===== config.mk =====
export PLATFORM = sky130hd
export DESIGN_NAME = pcpi_result_tx
export DESIGN_NICKNAME = d
export VERILOG_FILES = /design/src/rtl/pcpi_result_tx.sv
export SDC_FILE = /design/constraint.sdc
export NUM_CORES = 1
export LEC_CHECK = 0
export ABC_CLOCK_PERIOD_IN_PS = 5500
export CAP_MARGIN = 25
export CORE_AREA = 4 4 124 96
export DETAILED_ROUTE_END_ITERATION = 10
export DIE_AREA = 0 0 128 100
export PLACE_DENSITY_LB_ADDON = 0.25
export SETUP_SLACK_MARGIN = 0.02
export SLEW_MARGIN = 20
export SYNTH_ARGS = -nofsm -noshare
export SYNTH_HDL_FRONTEND = slang
export SYNTH_SLANG_ARGS = --single-unit

===== constraint.sdc =====
create_clock -name clk -period 5.5 [get_ports clk]
set_input_delay 0.825 -clock clk [delete_from_list [all_inputs] [get_ports clk]]
set_output_delay 0.825 -clock clk [all_outputs]
set_load 0.005 [all_outputs]

===== src/rtl/pcpi_result_tx.sv =====
// pcpi_result_tx
//   Captures 32-bit results written back by the PCPI matrix-multiply
//   coprocessor into a small FIFO. Each word is then sent to the off-chip
//   host one nibble at a time, least significant nibble first, over a
//   4-phase req/ack handshake. This is the output-side twin of the
//   nibble-serial instruction input path.
//
// Handshake (valid/ready style, 4-phase):
//   res_valid acts as the request. It rises with a stable res_nibble.
//   The host raises host_ack once it has sampled the nibble.
//   res_valid then drops, and the host must drop host_ack.
//   Only then is the next nibble presented.
//   res_last marks the final nibble of a word.
//   A new word starts only while host_ack is low.
//
// Ports:
//   clk, rst_n          clock, synchronous active-low reset
//   pcpi_ready/pcpi_wr  push pcpi_rd when both are high
//   pcpi_rd             coprocessor result word
//   host_ack            host acknowledge for the current nibble
//   res_valid           res_nibble is valid
//   res_nibble          current nibble
//   res_last            final nibble of the word
//   busy                FIFO non-empty or a word is in flight
//   overflow            sticky: a result was dropped because the FIFO was full
//   fifo_count          number of words queued
module pcpi_result_tx #(
  parameter int DATA_W = 32,
  parameter int NIB_W  = 4,
  parameter int DEPTH  = 2
) (
  input  logic                       clk,
  input  logic                       rst_n,
  input  logic                       pcpi_ready,
  input  logic                       pcpi_wr,
  input  logic [DATA_W-1:0]          pcpi_rd,
  input  logic                       host_ack,
  output logic                       res_valid,
  output logic [NIB_W-1:0]           res_nibble,
  output logic                       res_last,
  output logic                       busy,
  output logic                       overflow,
  output logic [$clog2(DEPTH):0]     fifo_count
);

  localparam int NIBS  = DATA_W / NIB_W;
  localparam int PTR_W = $clog2(DEPTH);
  localparam int CNT_W = PTR_W + 1;
  localparam int IDX_W = (NIBS > 1) ? $clog2(NIBS) : 1;
  localparam logic [IDX_W-1:0] LAST_IDX = IDX_W'(NIBS - 1);
  localparam logic [CNT_W-1:0] FULL_CNT = CNT_W'(DEPTH);

  typedef enum logic [1:0] {
    S_IDLE         = 2'd0,
    S_PRESENT      = 2'd1,
    S_WAIT_ACK_LOW = 2'd2
  } state_t;

  state_t              state_q, state_d;
  logic [DATA_W-1:0]   mem_q [DEPTH];
  logic [DATA_W-1:0]   mem_d [DEPTH];
  logic [PTR_W-1:0]    wr_ptr_q, wr_ptr_d;
  logic [PTR_W-1:0]    rd_ptr_q, rd_ptr_d;
  logic [CNT_W-1:0]    count_q, count_d;
  logic                overflow_q, overflow_d;
  logic [DATA_W-1:0]   sr_q, sr_d;
  logic [IDX_W-1:0]    idx_q, idx_d;
  logic                res_valid_q, res_valid_d;
  logic [NIB_W-1:0]    res_nibble_q, res_nibble_d;
  logic                res_last_q, res_last_d;

  logic                pop;
  logic                push_req;
  logic                push_ok;
  logic [IDX_W-1:0]    idx_nxt;

  // Words leave the FIFO only from IDLE. A held-high ack blocks the start
  // of a word so the host never sees a nibble it has already acknowledged.
  assign pop      = (state_q == S_IDLE) && (count_q != '0) && !host_ack;
  assign push_req = pcpi_ready && pcpi_wr;
  // A full FIFO still takes a word when the head leaves on the same edge.
  assign push_ok  = push_req && ((count_q != FULL_CNT) || pop);
  assign idx_nxt  = idx_q + IDX_W'(1);

  // State register (all flops)
  always_ff @(posedge clk) begin
    if (!rst_n) begin
      state_q      <= S_IDLE;
      for (int i = 0; i < DEPTH; i++) mem_q[i] <= '0;
      wr_ptr_q     <= '0;
      rd_ptr_q     <= '0;
      count_q      <= '0;
      overflow_q   <= 1'b0;
      sr_q         <= '0;
      idx_q        <= '0;
      res_valid_q  <= 1'b0;
      res_nibble_q <= '0;
      res_last_q   <= 1'b0;
    end else begin
      state_q      <= state_d;
      for (int i = 0; i < DEPTH; i++) mem_q[i] <= mem_d[i];
      wr_ptr_q     <= wr_ptr_d;
      rd_ptr_q     <= rd_ptr_d;
      count_q      <= count_d;
      overflow_q   <= overflow_d;
      sr_q         <= sr_d;
      idx_q        <= idx_d;
      res_valid_q  <= res_valid_d;
      res_nibble_q <= res_nibble_d;
      res_last_q   <= res_last_d;
    end
  end

  // Next-state logic
  always_comb begin
    state_d = state_q;
    case (state_q)
      S_IDLE:         if (pop) state_d = S_PRESENT;
      S_PRESENT:      if (host_ack) state_d = S_WAIT_ACK_LOW;
      S_WAIT_ACK_LOW: if (!host_ack) state_d = (idx_q == LAST_IDX) ? S_IDLE : S_PRESENT;
      default:        state_d = S_IDLE;
    endcase
  end

  // Output / datapath logic: registered handshake outputs and shift register
  always_comb begin
    sr_d         = sr_q;
    idx_d        = idx_q;
    res_valid_d  = res_valid_q;
    res_nibble_d = res_nibble_q;
    res_last_d   = res_last_q;
    case (state_q)
      S_IDLE: begin
        if (pop) begin
          sr_d         = mem_q[rd_ptr_q];
          idx_d        = '0;
          res_valid_d  = 1'b1;
          res_nibble_d = mem_q[rd_ptr_q][NIB_W-1:0];
          res_last_d   = (LAST_IDX == '0);
        end
      end
      S_PRESENT: begin
        if (host_ack) begin
          res_valid_d = 1'b0;
          res_last_d  = 1'b0;
        end
      end
      S_WAIT_ACK_LOW: begin
        if (!host_ack && (idx_q != LAST_IDX)) begin
          sr_d         = sr_q >> NIB_W;
          idx_d        = idx_nxt;
          res_valid_d  = 1'b1;
          res_nibble_d = sr_d[NIB_W-1:0];
          res_last_d   = (idx_nxt == LAST_IDX);
        end
      end
      default: ;
    endcase
  end

  // FIFO bookkeeping
  always_comb begin
    for (int i = 0; i < DEPTH; i++) mem_d[i] = mem_q[i];
    wr_ptr_d   = wr_ptr_q;
    rd_ptr_d   = rd_ptr_q;
    count_d    = count_q;
    overflow_d = overflow_q | (push_req && !push_ok);
    if (push_ok) begin
      mem_d[wr_ptr_q] = pcpi_rd;
      wr_ptr_d        = wr_ptr_q + PTR_W'(1);
    end
    if (pop) rd_ptr_d = rd_ptr_q + PTR_W'(1);
    case ({push_ok, pop})
      2'b10:   count_d = count_q + CNT_W'(1);
      2'b01:   count_d = count_q - CNT_W'(1);
      default: count_d = count_q;
    endcase
  end

  assign res_valid  = res_valid_q;
  assign res_nibble = res_nibble_q;
  assign res_last   = res_last_q;
  assign overflow   = overflow_q;
  assign fifo_count = count_q;
  assign busy       = (state_q != S_IDLE) || (count_q != '0);

endmodule

; Word level (Yosys, flattened, before mapping)
; Memories as Yosys holds them, arrays and structs flattened. A register that Yosys moved wholly into a read port is not among the register bits.
; Cells that the tools add are included.
[op_classes]
addsub = 5
bitwise_logic = 4
n_eq_ne = 12
n_lt_le_gt_ge = 2
n_mux = 32
n_reduce_logical = 20
[op_table]
columns = cell, n
row1 = $mux W32, 5
row2 = $bwmux W64, 1
row3 = $mux W64, 1
row4 = $pmux W32 S2, 1
row5 = $demux W32 S1, 1
row6 = $mux W1, 10
row7 = $ne A2 B2 Y1 const B, 5
row8 = $mux W4, 2
row9 = $pmux W4 S2, 1
row10 = $reduce_bool A2 Y1, 4
row11 = $logic_and A1 B1 Y1, 7
row12 = $eq A3 B3 Y1 const B, 2
row13 = $mux W2, 3
row14 = $mux W3, 2
row15 = $pmux W1 S3, 2
row16 = $pmux W2 S3, 1
row17 = $pmux W3 S2, 1
row18 = $reduce_and A3 Y1, 2
row19 = $eq A2 B1 Y1 const B, 2
row20 = $eq A2 B2 Y1 const B, 2
row21 = $pmux W2 S2, 1
row22 = $reduce_and A4 Y1, 1
row23 = $add A3 B1 Y3 const B, 1
row24 = $ne A3 B3 Y1 const B, 1
row25 = other kinds (11), 16
[word_totals]
mem_count = 1
register_bits = 48
ram_bits = 64
in_bits = 37
output_inout_bits = 10
word_cells = 86
[mem_list]
columns = name, words, width, rd, rd_ports_with_merged_regs, wr, line
row1 = mem_q, 2, 32, 3, 1, 2, 60  ; logic [DATA_W-1:0] mem_q [DEPTH];

; Longest topological paths before layout
[depth]
depth_word = 8
mapped_depth = 6
ltp_nobuf = 5

; Worst setup path before layout
; No wires, ideal clock.
[synth_timing]
path_kind = in2reg
from = in host_ack
to = mem mem_q[0][0]
setup_slack_ns = 3.208
stages = 6
required_ns = 5.428
arrival_time_ns = 2.221
path_buffers = 3
setup_ns = 0.072
path_cell_list = buf_2 > or3_1 > buf_6 > a211oi_4 > buf_8 > mux2i_1
[synth_lines]
columns = element, line
row1 = from (decl), 37  ; input logic host_ack,
row2 = to (decl), 60

==> flow_summary.ini <==
[place]
gp_congestion = 0.770
dp_cells = 650
port_buffers = 46
hpwl_um = 6430

[timing]
tightest_slew_ps = 851
max_slew_margin = 0.433
max_freq_mhz = 332
hold_violations = 0
clock_skew_ps = 6.46
finalSetupViolations = 0
slew_violations = 0
rsz0062_at_grt = no
finalCritPeriodShare = 0.548
period_needed_ps = 3010
finalSetupTns_ps = 0

[global_routing]
track_usage = 0.162
grt_pass1_vias = 3392
grt-ovfl-total = 0
antenna_found_initial = 0
grt_max_degree = 72
grt_pass1_wl_um = 16700

[final_layout]
n_antenna_cell = 0
nets = 561
drive_gt1_frac = 0.109
final_cell_count_no_fill = 665
area_growth_pct = 15.4

[floorplanning]
fp.dieH_um = 100
dieArea_mm2 = 0.0128
io_pins = 47
initial_utilization = 0.449
core_area_mm2 = 0.0107
rows = 33
die_x_um = 128

[run]
drv_cap = 0

[clocking]
clk_latency_ps = 340
cts-root-buf = clkbuf_16
holdBufCountCts = 0
clockBufferDepth = 2
tritoncts = done
numClockSinks = 109
cts_made_buffers = 9
htreeDepth = 3
cts.clk_slew.worst_paths_ps = 60
cts_setup_buffers = 0
cts_resized = 0

[routing]
drtIter0Drc = 275
first_pass_iters = 5
wl_um = 10100
ant_nets = 0
viasPerCell = 5.29
vias = 3521
wl_per_cell_um = 15.2
drc = 0

[power]
p_per_area_mw_per_mm2 = 294
p_leak_nw = 2.17
ir_drop_mv = 0.156

[worst_setup_path]
required_ps = 5770
crit_path_max_fanout = 18
cp.arrival_ps = 3280
crit_type = in2reg
crit_path_end_kind = register
cp-start-kind = primary input

[yosys]
synth.distinct_cells = 41
async_flop_share = 0
syn_avg_cell_area_um2 = 9.62
yosysWarningCount = 0
netlist_area_mm2 = 0.00482
ys.flop_type = dfxtp_1
synth-edff-count = 0
yosys.area.top_type = dfxtp_1
yosysSeqAreaShare = 0.453
yosys-top-cells-area = dfxtp_1 (45%), mux2i_1 (19%), nand2_1 (10%)
synth_top_area_share = 0.453
synth_fp_nets = 541
ys_ff_latch = 109
postSynthCellCount = 501

[run_status]
status = complete, no violations

[worst_hold_path]
worstHoldPathType = reg2reg
## final timing paths
| kind | cells past startpoint | slack [ps] | to | start |
|---|---|---|---|---|
| max reg2reg | 5 | 2960 | sr_q[27] | idx_q[0] |
| max | 5 | 2490 | mem_q[1][3] | host_ack |
| min reg2reg | 2 | 460 | mem_q[1][17] | mem_q[1][17] |
| min | 2 | 460 | mem_q[1][17] | mem_q[1][17] |
## metrics by stage
stage | utilization | setup slack, ps | total power [W] | instance area (um2) | hold slack [ps]
after detailed placement | 0.491 | 2130 | 0.00101 | 5270 | 444
after CTS | 0.518 | 2500 | 0.00165 | 5560 | 458
after floorplan | - | 3210 | 0.000953 | 4820 | 431
after global routing | 0.518 | 2330 | 0.00171 | 5560 | 471
after global placement | 0.491 | 2180 | 0.00100 | 5270 | 438
final | 0.518 | 2490 | 0.00164 | 5560 | 456
## worst max-delay path, stage by stage
cell and delay, ps:
clkdlybuf4s50_1 570, or3_1 560, a21oi_4 650, buf_4 440
mux2i_1 220
## cell usage in the layout (no fill, tap or decap), types with 2 or more instances in the layout
cell type / count
a211oi_1: 2
a21oi_1: 13
buf_4: 7
clkbuf_1: 3
clkbuf_16: 9
clkbuf_8: 2
clkdlybuf4s50_1: 45
dfxtp_1: 108
ha_1: 3
inv_1: 4
mux2_2: 32
mux2i_1: 92
nand2_1: 129
nand3b_1: 2
nand4_1: 4
nor2_1: 4
o211a_1: 2
o21ai_0: 8
o22ai_1: 28
or3_1: 3
or4_1: 3
## Yosys cell counts, types with 2 or more instances
cell type,instances
buf_4,7
inv_1,4
buf_2,3
nor2_1,5
mux2_2,32
a21oi_1,13
nand4_1,4
ha_1,3
buf_1,5
or4_1,3
or3_1,3
nand2_1,129
nand3b_1,2
a211oi_1,2
o211a_1,2
clkbuf_1,23
buf_8,3
o21ai_0,8
dfxtp_1,109
o22ai_1,28
buf_6,2
mux2i_1,92
## metal layers
layer | wire length (um) | vias to the layer above | global-route usage
met2 | 4320 | 67 | 0.234
li1 | - | 1783 | -
met1 | 5180 | 1663 | 0.238
met4 | 79 | 0 | 0.0334
met5 | 0 | - | 0
met3 | 501 | 8 | 0.0527
## registers in the layout, summed over array words and instances, names as in the netlist, named ones only
register	count
state_q	2
res_valid	1
overflow	1
idx_q	3
fifo_count	2
sr_q	32
rd_ptr_q	1
mem_q	64
wr_ptr_q	1
res_last	1
## final cells by class
| cell class | count | area (um2) |
|---|---|---|
| Clock buffer | 14 | 264 |
| Clock inverter | 1 | 30.0 |
| Fill cell | 999 | 5170 |
| Inverter | 4 | 15.0 |
| Multi-Input combinational cell | 345 | 2390 |
| Sequential cell | 109 | 2180 |
| Tap cell | 140 | 175 |
| Timing Repair Buffer | 52 | 503 |
## logic make-up after synthesis
family / count (synthesis) / share of synthesized area
xor+xnor: 1 / 0.00182
flops: 109 / 0.453
simple gates: 155 / 0.135
fa+ha+maj: 3 / 0.00779
mux: 124 / 0.266
compound gates: 62 / 0.0836
buf+inv: 47 / 0.0530
## report_power, final
group | internal (W) | switching [W] | total [W]
clock | 0.000376 | 0.000271 | 0.000647
sequential | 0.000812 | 0.0000194 | 0.000832
combinational | 0.0000774 | 0.0000801 | 0.000157
total | 0.00127 | 0.000370 | 0.00164
No activity file was read; power rests on OpenSTA's default activity.
==> patch 1, RTL diff (config.mk and constraints unchanged) <==
Take the reset off `sr_q` and load it in a clocked block of its own.
--- a/src/rtl/pcpi_result_tx.sv
+++ b/src/rtl/pcpi_result_tx.sv
@@ -91,7 +91,6 @@
       rd_ptr_q     <= '0;
       count_q      <= '0;
       overflow_q   <= 1'b0;
-      sr_q         <= '0;
       idx_q        <= '0;
       res_valid_q  <= 1'b0;
       res_nibble_q <= '0;
@@ -103,12 +102,15 @@
       rd_ptr_q     <= rd_ptr_d;
       count_q      <= count_d;
       overflow_q   <= overflow_d;
-      sr_q         <= sr_d;
       idx_q        <= idx_d;
       res_valid_q  <= res_valid_d;
       res_nibble_q <= res_nibble_d;
       res_last_q   <= res_last_d;
     end
+  end
+
+  always_ff @(posedge clk) begin
+    sr_q <= sr_d;
   end
 
   // Next-state logic
Function: no difference found for any inputs over 10 cycles, from zero or initial values and one cycle with rst_n low; that may be too few to reach the edited logic, so the function may still have changed.
==> patch 1 against the unedited design <==
- utilization is 0.66 points lower
- synthesized area shrank 3.5%
- wire length is 10% lower
- sequential cell count is the same
- clock skew fell by 0.0012 ns
- setup slack gained 0.19 ns
- design area shrank 1.3%
- largest cell class is now flip-flops and latches
Power is not compared: it rests on default switching activity, and its combinational part moved more than twofold at a synthesized area within 25%.
==> patch 1: results (changes against the unedited design) <==
status finished clean; Arr. time, crit path 3.10 ns (-0.18 ns); Layout Nets 531 (-5.3%); Resize count post-CTS 0 (unchanged); Worst slew margin 0.375 (-0.0575); R2R setup slack 3.23 ns (+0.27 ns); Synth Area in XOR/XNOR 0.00377 (+0.00195); iteration count of the initial detailed-routing pass 4 (-1); sequential share of the synthesized area 0.530 (+0.0766); post-CTS setup buffer count 0 (unchanged); first-pass GRT wire length 15,000 um (-9.7%); post-synthesis adder-cell area fraction 0.0108 (+0.00297); synth cell count leaders nand2_1, mux2i_1, dfxtp_1, o21ai_0, edfxtp_1; syn nets 499 (-7.8%); Iter 0 DRT Violations 144 (-48%); synth unique cells 40 (-2.4%); ranking of synthesized cells by area dfxtp_1, mux2i_1, edfxtp_1, nand2_1, o21ai_0; largest net degree at the start of global routing 108 (+50%); Fin Hold WS 0.454 ns (-0.00226 ns); Clock Skew 0.00525 ns (-0.00121 ns); Post-synth EDFFs 28 (+28); DP Area 0.00515 mm2 (-2.2%); Post-DP HPWL 5560 um (-14%); routed via count 3,220 (-8.5%); Compound-Gate Fraction of Synth Area 0.0751 (-0.00856); share of post-route cells with drive strength above 1 0.0586 (-0.0500); Routed WL per cell 14.2 um (-6.2%); Total Routing Usage GR 0.146 (-0.0158); post-synthesis mux area share 0.198 (-0.0679); vias in the first global route 3,267 (-3.7%); routability cong. 0.757 (-1.7%); # fillers 983 (-1.6%)
patch 1: cell types whose count changed after synthesis, moves of 5 or more:
cell      change
a21oi_1       -5
dfxtp_1      -28
edfxtp_1     +28
mux2_2       -32
nor2_1       +10
o21ai_0      +21
o22ai_1      -28
patch 1: final timing paths:
path,startpoint,endpoint,cells past startpoint
worst max register to register,state_q[1],mem_q[1][23],4
worst min register to register,mem_q[0][2],mem_q[0][2],2
worst min-delay path,mem_q[0][2],mem_q[0][2],2
worst max-delay path,host_ack,mem_q[1][23],5
patch 1: logic make-up after synthesis:
| family | after synthesis |
|---|---|
| AOI/OAI and AO/OA | 55 |
| and+or+nand+nor | 164 |
| adders and majority gates | 4 |
| muxes | 92 |
| xor gates and xnor gates | 2 |
| buffers and inverters | 32 |
| DFF | 109 |
patch 1: where the power goes:
part	switching, mW	internal, mW	total, mW
clock	0.277	0.347	0.624
combinational	0.199	0.166	0.365
sequential	0.0617	0.933	0.995
patch 1: final cells by class:
cell class / count / share of cell area
clock buffer: 13 / 0.0495
clock inverter: 3 / 0.00342
tap: 140 / 0.0319
timing repair buffer: 51 / 0.0962
sequential: 109 / 0.449
multi-input combinational: 317 / 0.369
inverter: 2 / 0.00137
patch 1: metal layers:
layer | GRT usage | vias to the layer above | part of all wire
li1 | - | 1639 | -
met1 | 0.189 | 1525 | 0.50
met2 | 0.235 | 47 | 0.45
met3 | 0.0521 | 9 | 0.041
met4 | 0.0400 | 0 | 0.010
met5 | 0 | - | 0
patch 1: critical path, stage by stage:
cell             delay [ns]
clkdlybuf4s50_1        0.50
or3_1                  0.51
a21oi_4                0.60
buf_4                  0.44
mux2i_1                0.22
patch 1: through the flow:
| step | cells | util | worst slack [ns] |
|---|---|---|---|
| final | 635 | 0.511 | 2.68 |
| after global routing | 635 | 0.511 | 2.55 |
| after CTS | 633 | 0.507 | 2.68 |
| after detailed placement | 617 | 0.480 | 2.31 |
| after global placement | 617 | 0.480 | 2.34 |
| after floorplan | 458 | - | 2.54 |
==> patch 2, RTL diff (same flow settings) <==
Made on the original files. `NIB_W`: 4 -> 8.
--- a/src/rtl/pcpi_result_tx.sv
+++ b/src/rtl/pcpi_result_tx.sv
@@ -26,7 +26,7 @@
 //   fifo_count          number of words queued
 module pcpi_result_tx #(
   parameter int DATA_W = 32,
-  parameter int NIB_W  = 4,
+  parameter int NIB_W  = 8,
   parameter int DEPTH  = 2
 ) (
   input  logic                       clk,
Interface: changed (resized res_nibble); port bits go from 47 to 51. The function was not compared with the original's and may differ.
==> patch 2 against the unedited design <==
- global-route usage increased by 0.44 points
- setup slack improved by 0.075 ns
- non-clock buffer count increased by 3
- register-to-register slack improved by 0.10 ns
- sequential power decreased by 0.8%
- utilization decreased by 0.23 points
- wire length increased by 2.0%
- design area decreased by 0.45%
- sequential cell count decreased by 1
- power increased by 0.44%
- synthesized area decreased by 0.57%
- critical endpoint is now sr_q[7]
- largest power group unchanged
==> patch 2: results (changes against the unedited design) <==
synth cell count leaders nand2_1, dfxtp_1, mux2i_1, mux2_2, o22ai_1; syn nets 539 (-0.37%); Routed WL per cell 15.5 um (+2.5%); PwrDens 297 mW/mm2 (+0.89%); first-pass GRT wire length 17,100 um (+2.7%); iteration count of the initial detailed-routing pass 4 (-1); # fillers 978 (-2.1%); CTS root buf clkbuf_16; initial antenna violation count 0 (unchanged); share of post-route cells with drive strength above 1 0.109 (+0.000624); synth unique cells 41 (unchanged); DP Area 0.00523 mm2 (-0.67%); VDD IR max 0.162 mV (+4.0%); Worst slew margin 0.315 (-0.118); largest net degree at the start of global routing 100 (+39%); Setup CP Type in -> reg; port buffer count 50 (+8.7%); FFs w/ async S/R, synth 0 (unchanged); placed insts 647 (-0.46%); Iter 0 DRT Violations 185 (-33%); H-tree levels 3 (unchanged); static leakage 2.13 nW (-2.1%); HP Class reg -> reg; ranking of synthesized cells by area dfxtp_1, mux2i_1, nand2_1, mux2_2, o22ai_1; Clock Skew 0.00567 ns (-0.000789 ns); routability cong. 0.778 (+0.96%); crit-path max FO 24 (+6); cts bufs inserted 9 (unchanged); Resize count post-CTS 0 (unchanged); Layout Nets 557 (-0.71%); Clock Tree Buf Depth 2 (unchanged); Ys Warns 0 (unchanged); Arr. time, crit path 3.19 ns (-0.09 ns); post-CTS setup buffer count 0 (unchanged); sequential share of the synthesized area 0.451 (-0.00158); status finished clean; Top FF cell, synth dfxtp_1; CTS clk-pin slew, worst paths 0.06 ns (about the same); Clk Latency, worst-skew pair 0.34 ns (about the same); antenna cell count 0 (unchanged); Via density 5.31 (+0.34%); routed via count 3,517 (-0.11%); Total Routing Usage GR 0.167 (+0.00439); Mapped Avg Cell Area 9.58 um2 (-0.37%); Post-DP HPWL 6660 um (+3.6%); Placement Setup Slack 2.21 ns (+0.0805 ns); leading registers by flop count mem_q (64), sr_q (32)
==> patch 2: cell types whose count changed in the layout (fill, tap and decap cells not counted), sizes merged, moves of 4 or more <==
cell,change
nand4,+4
nand2,-5
mux2i,-4
clkdlybuf4s50,+4
o22ai,-4
==> patch 2: cell type report <==
cell class,instances,area share
multi-input cells,340,0.424
clock buffers,14,0.0495
repair buffers,55,0.0963
well taps,140,0.0316
inverters,4,0.00271
clock inverters,1,0.00542
flip-flops and latches,108,0.391
==> patch 2: worst max-delay path, stage by stage <==
cell             delay, ns
clkdlybuf4s50_1       0.56
a211oi_2              0.60
nand3_1               0.78
o22ai_1               0.41
==> patch 2: metal layers <==
layer	share of wire	routed length, um	GRT usage
met5	0	0	0
met4	0.0093	96	0.0392
met3	0.043	445	0.0521
met2	0.47	4850	0.271
met1	0.48	4890	0.218
==> patch 2: logic make-up after synthesis <==
family,count (synthesis),share of synthesized area
and+or+nand+nor,153,0.135
AOI/OAI and AO/OA,64,0.0862
xor gates and xnor gates,1,0.00183
muxes,120,0.259
DFF,108,0.451
adders and majority gates,2,0.00522
buffers and inverters,52,0.0611
==> patch 2: path summary, 6_finish.rpt <==
path	startpoint	endpoint	slack (ns)	cells after the start
min reg2reg	mem_q[1][2]	mem_q[1][2]	0.45	2
max	host_ack	sr_q[7]	2.56	4
max reg2reg	idx_q[0]	sr_q[7]	3.06	4
min	mem_q[1][2]	mem_q[1][2]	0.45	2
==> patch 2: where the power goes <==
group          leakage, nW  internal, mW  switching, mW
logic                 1.10        0.0774         0.0807
clock network        0.149         0.388          0.272
registers            0.876         0.805         0.0196
